**config.mk**
```make
export PLATFORM = sky130hd
export DESIGN_NAME = mode_select_ctrl
export DESIGN_NICKNAME = d
export VERILOG_FILES = /design/src/rtl/mode_select_ctrl.sv
export SDC_FILE = /design/constraint.sdc
export NUM_CORES = 1
export LEC_CHECK = 0
export ABC_AREA = 0
export BUFFER_PORTS_ARGS = -buffer_cell sky130_fd_sc_hd__buf_2
export CAP_MARGIN = 10
export CELL_PAD_IN_SITES_DETAIL_PLACEMENT = 0
export CELL_PAD_IN_SITES_GLOBAL_PLACEMENT = 1
export CORE_MARGIN = 2
export CORE_UTILIZATION = 40
export CTS_CLUSTER_SIZE = 16
export DETAILED_ROUTE_END_ITERATION = 6
export PLACE_DENSITY = 0.66
export SKIP_CTS_REPAIR_TIMING = 1
export SYNTH_ARGS = -nofsm -noshare
export SYNTH_HDL_FRONTEND = slang
export SYNTH_SLANG_ARGS = --single-unit
```
**constraint.sdc**
```tcl
create_clock -name clk -period 10.36 [get_ports clk]
set_clock_uncertainty 0.15 [all_clocks]
set_input_delay 3.108 -clock clk [delete_from_list [all_inputs] [get_ports clk]]
set_output_delay 3.108 -clock clk [all_outputs]
set_load 0.01 [all_outputs]
```
**src/rtl/mode_select_ctrl.sv**
```systemverilog
// rtl/mode_select_ctrl.sv - debounced next/prev/load buttons stepping a registered 3-bit mode code
// Buttons and switches are synchronised, debounced per button, and edge-detected into one-cycle presses.
module mode_select_ctrl #(
  parameter int DEBOUNCE_CYCLES = 2_500_000,
  parameter bit SKIP_EXTRA      = 1'b1
) (
  input  logic       clk,
  input  logic       reset,
  input  logic       btn_next,
  input  logic       btn_prev,
  input  logic       btn_load,
  input  logic [2:0] sw_mode,
  output logic [2:0] mode_select,
  output logic       mode_changed
);

  localparam int            CW       = $clog2(DEBOUNCE_CYCLES + 1);
  localparam logic [CW-1:0] CNT_LAST = CW'(DEBOUNCE_CYCLES - 1);
  localparam logic [CW-1:0] CNT_ONE  = CW'(1);

  localparam int B_NEXT = 0;
  localparam int B_PREV = 1;
  localparam int B_LOAD = 2;

  logic [2:0]    btn_raw;
  logic [2:0]    btn_s1_q, btn_s2_q;
  logic [2:0]    sw_s1_q, sw_s2_q;
  logic [2:0]    db_q, db_dly_q;
  logic [CW-1:0] cnt_q [3];
  logic [2:0]    press;
  logic [2:0]    mode_q, mode_d;
  logic          changed_q;

  assign btn_raw = {btn_load, btn_prev, btn_next};

  always_ff @(posedge clk or posedge reset) begin
    if (reset) begin
      btn_s1_q <= '0;
      btn_s2_q <= '0;
      sw_s1_q  <= '0;
      sw_s2_q  <= '0;
    end else begin
      btn_s1_q <= btn_raw;
      btn_s2_q <= btn_s1_q;
      sw_s1_q  <= sw_mode;
      sw_s2_q  <= sw_s1_q;
    end
  end

  // A level change is accepted only after DEBOUNCE_CYCLES consecutive disagreeing samples.
  always_ff @(posedge clk or posedge reset) begin
    if (reset) begin
      db_q     <= '0;
      db_dly_q <= '0;
      for (int i = 0; i < 3; i++) begin
        cnt_q[i] <= '0;
      end
    end else begin
      db_dly_q <= db_q;
      for (int i = 0; i < 3; i++) begin
        if (btn_s2_q[i] == db_q[i]) begin
          cnt_q[i] <= '0;
        end else if (cnt_q[i] == CNT_LAST) begin
          db_q[i]  <= btn_s2_q[i];
          cnt_q[i] <= '0;
        end else begin
          cnt_q[i] <= cnt_q[i] + CNT_ONE;
        end
      end
    end
  end

  assign press = db_q & ~db_dly_q;

  always_comb begin
    mode_d = mode_q;
    if (press[B_LOAD]) begin
      mode_d = (SKIP_EXTRA && sw_s2_q == 3'd4) ? 3'd0 : sw_s2_q;
    end else if (press[B_NEXT]) begin
      mode_d = mode_q + 3'd1;
      if (SKIP_EXTRA && mode_d == 3'd4) mode_d = 3'd5;
    end else if (press[B_PREV]) begin
      mode_d = mode_q - 3'd1;
      if (SKIP_EXTRA && mode_d == 3'd4) mode_d = 3'd3;
    end
  end

  always_ff @(posedge clk or posedge reset) begin
    if (reset) begin
      mode_q    <= 3'd0;
      changed_q <= 1'b0;
    end else begin
      mode_q    <= mode_d;
      changed_q <= (mode_d != mode_q);
    end
  end

  assign mode_select  = mode_q;
  assign mode_changed = changed_q;

endmodule

```
# After elaboration in Yosys (flattened, before gate mapping)
# Index checks and enable logic that the tools add are counted.
dict set report totals {
  reg_bits 88
  inputBits 8
  output_inout_bits 4
  word_cells 48
}
dict set report classes {
  add_sub_neg 5
  eq_ne 10
  muxes 12
  bitwise_logic 5
  reduce_logical 3
}
# op n
set ops {}
lappend ops {{22-bit two-way mux} 6}
lappend ops {{22-bit by 1-bit adder with 22-bit output, second input constant} 3}
lappend ops {{22-bit equality test, second input constant} 3}
lappend ops {{3-bit two-way mux} 6}
lappend ops {{3-bit equality test, second input constant} 3}
lappend ops {{2-bit AND reduction} 3}
lappend ops {{3-bit by 1-bit adder with 3-bit output, second input constant} 1}
lappend ops {{3-bit AND} 1}
lappend ops {{1-bit equality test} 3}
lappend ops {{3-bit != test} 1}
lappend ops {{1-bit inverter} 3}
lappend ops {{3-bit inverter} 1}
lappend ops {{3-bit by 1-bit subtractor with 3-bit output, second input constant} 1}

# Depth between registers and ports, before layout
dict set report logic_depth {
  depth_word 7
  mapped_depth 7
  ltp_nobuf 7
}

# Worst setup path after synthesis
# OpenSTA, ideal clock, no wires.
dict set report synth_timing {
  path_kind {register to output}
  from {reg mode_q[0] (netlist: mode_select[0])}
  to {out mode_select[0]}
  arrival_time_ns 0.471
  required_ns 7.102
  path_slack_ns 6.631
  path_stages_with_launch 1
  path_buffers 0
  cell_sequence {dfrtp_1}
}
# element line
set synth_lines {}
lappend synth_lines {{start: declaration} 31} ;# logic [2:0] mode_q, mode_d;
lappend synth_lines {{start signal: assignment} 93} ;# mode_q <= mode_d;
lappend synth_lines {{end: declaration} 13} ;# output logic [2:0] mode_select,
# No word-level cell between the ends.

# Worst setup path in the final report
dict set report layout_timing {
  from {reg mode_q[0] (netlist: mode_select[0])}
  to {out mode_select[0]}
}
# No word-level cell between the ends.

==> results.toml <==
[drt]
drc_errors = 0
wl_um = 7350
drt_iter0_drc = 148
ant_nets = 0
wl_per_cell_um = 12.9
viasPerCell = 4.99
firstDrtPassIters = 4
vias = 2837

[critical_path]
worst-setup-path-type = "reg -> out"
timing.reg2reg.setup_slack_ns = 8.26
worst-path-buf-inv = 1
max_stage_delay_ns = 0.48
path_max_fanout = 8
worstSetupStartpointType = "flop"
arrival_ns = 1.01
critical-path-top-delay-family = "flip-flops"
slowest_stage = "dfrtp_1"
reg2regPathDepth = 5
crit_chain = "buf_2"
critPathRequiredTime_ns = 7.10
end_kind = "output port"
rr_startpoint = "cnt_q[22]"
r2r_end = "cnt_q[40]"

[power]
switching_share = 0.210
ir_drop_v = 0.000110
powerDensity_nw_per_um2 = 133
p_clk_frac = 0.403
p_leak_uw = 0.00208
intPower_uw = 491
combPwrFrac = 0.030
seqPwrFrac = 0.567
power.switching_uw = 130

[timing]
fin_ws_ns = 6.09
finalHoldViolCount = 0
worst_pin_slew_ns = 1.00
post-route-period-util = 0.412
max_freq_mhz = 234
rsz0062_at_grt = "false"
slew_headroom = 0.333
period_minus_slack_ns = 4.27
finalSetupViolCount = 0
maxSlewViolCount = 0
setup-tns-final_ns = 0

[placed_design]
dpl.hpwl_um = 4960
port_buffers = 11
gp_congestion = 0.761
post-place-ws_ns = 5.92
dp_cells = 552
placed_area_um2 = 4460

[floorplan]
die_y_um = 108
start_util = 0.413
die_area_um2 = 11600
rows = 37
core_um2 = 10400
die_w_um = 108
pin_count = 12

[yosys]
syn_nets = 427
ys_warn_count = 0
synth_compound_area_frac = 0.0269
synth-main-ff-cell = "dfrtp_1"
synth.distinct_cells = 45
yosysTopAreaCellShare = 0.514
synth_commonest_cells = "dfrtp_1 (88), nor2_1 (81), xor2_1 (39), nand3_1 (31), xnor2_1 (26)"
syn_inst = 412
yosysMostFrequentCell = "dfrtp_1"
synthMuxAreaShare = 0.00788
synth_largest_area_cell = "dfrtp_1"
synth-adder-area-share = 0.0204
synth_edf_count = 0
ys_top_cells_by_area = "dfrtp_1 (51%), xor2_1 (8.0%), nor2_1 (7.1%)"
yosysSeqAreaShare = 0.514
async_reset_ff_frac = 1.00
synthXorXnorAreaFrac = 0.133
synthesis.area_um2 = 4290
ys_seq_elements = 88
synth_top_family_by_area = "simple AND/OR/NAND/NOR gates"
avgSynthCellArea_um2 = 10.4
yosys.area_share.simple = 0.274

[finish]
syn2layout_area_growth_pct = 9.05
antenna_cells = 0
fillerInstances = 1007
final_net_count = 442
design_area_um2 = 4670
layout-drive-gt1-share = 0.113
stdcell_count = 568

[min_path]
min_to = "sw_s2_q[1]"
hold_start = "sw_s1_q[1]"
holdPathStages = 0
hold_path_class = "reg -> reg"

[grt]
grt_overflow_total = 0
grt_pass1_vias = 2835
grt_first_pass_wirelength_um = 13400
antenna_found_initial = 0
grtUsageTotal = 0.146
grt_max_degree = 82

[run_status]
status = "completed"

[clock_tree]
cts_root_buffer = "clkbuf_8"
cts_buffers = 9
insertion_delay_ns = 0.35
cts_htree_levels = 3
clk_pin_slew_ns = 0.08
cts.sinks = 88
tritoncts = "done"
cts_buffer_depth = 2

[run]
max_cap_viol_count = 0
metrics by stage:
step / total power, uW / hold slack [ns] / utilization
final: 621 / 0.201 / 0.451
after global routing: 649 / 0.221 / 0.451
after CTS: 633 / 0.202 / 0.451
after detailed placement: 379 / 0.185 / 0.430
after global placement: 379 / 0.186 / 0.430
after floorplan: 374 / 0.181 / -
power by group through the flow:
stage          Clock [uW]  Combinational (uW)  Sequential, uW
6_report              250                18.6             352
5_1_grt               273                22.3             353
4_1_cts               261                19.7             352
3_5_place_dp            0                19.5             359
3_3_place_gp            0                19.4             359
2_1_floorplan           0                15.6             358
how the worst max path moves through the flow:
stage,start,endpoint,slack (ns),cells past startpoint
2_1_floorplan,reset,btn_s1_q[0],4.82,1
3_3_place_gp,reset,cnt_q[53],5.93,3
3_5_place_dp,reset,cnt_q[55],5.92,3
4_1_cts,mode_select[0],mode_select[0],6.06,1
5_1_grt,mode_select[0],mode_select[0],6.02,1
6_report,mode_select[0],mode_select[0],6.09,1
layout make-up:
cell class	count	area (um2)	area share
inverters	11	42.5	0.00910
flip-flops and latches	88	2200	0.471
repair buffers	12	62.6	0.0134
clock inverters	2	35.0	0.00749
well taps	136	170	0.0364
multi-input cells	305	1980	0.423
clock buffers	14	183	0.0391
flip-flops by register name, indices dropped and copies added (netlist names):
register,flops
mode_select,3
btn_s2_q,3
btn_s1_q,3
sw_s1_q,3
db_dly_q,3
mode_changed,1
sw_s2_q,3
cnt_q,66
db_q,3
cell usage in the layout, fill, tap and decap left out, types with 5 or more instances in the layout:
master	Yosys	routed
ha_1	7	7
dfrtp_1	88	88
xor2_1	39	39
nor3_1	8	8
nor4b_1	5	5
and3_1	7	7
xnor2_1	26	26
buf_2	3	11
clkbuf_8	0	13
and4_1	5	5
nand3_1	31	31
nand2_1	24	24
inv_1	11	10
nand4_1	12	12
nor2_1	81	81
o21ai_0	7	7
a21oi_1	5	5
routing by layer:
metal	GRT usage	vias to the layer above	routed length (um)	part of all wire
li1	-	1436	-	-
met1	0.197	1356	3630	0.49
met2	0.223	31	3380	0.46
met3	0.0381	14	194	0.026
met4	0.0595	0	144	0.020
met5	0	-	0	0
logic make-up (layout without fill, tap and decap cells):
family                     Yosys count  count (layout)
DFF                                 88              88
adders and majority gates            7               7
muxes                                3               3
and+or+nand+nor                    211             211
xor gates and xnor gates            65              65
buffers and inverters               19              39
AOI/OAI and AO/OA                   19              19
Power figures use the tool's default switching activity.
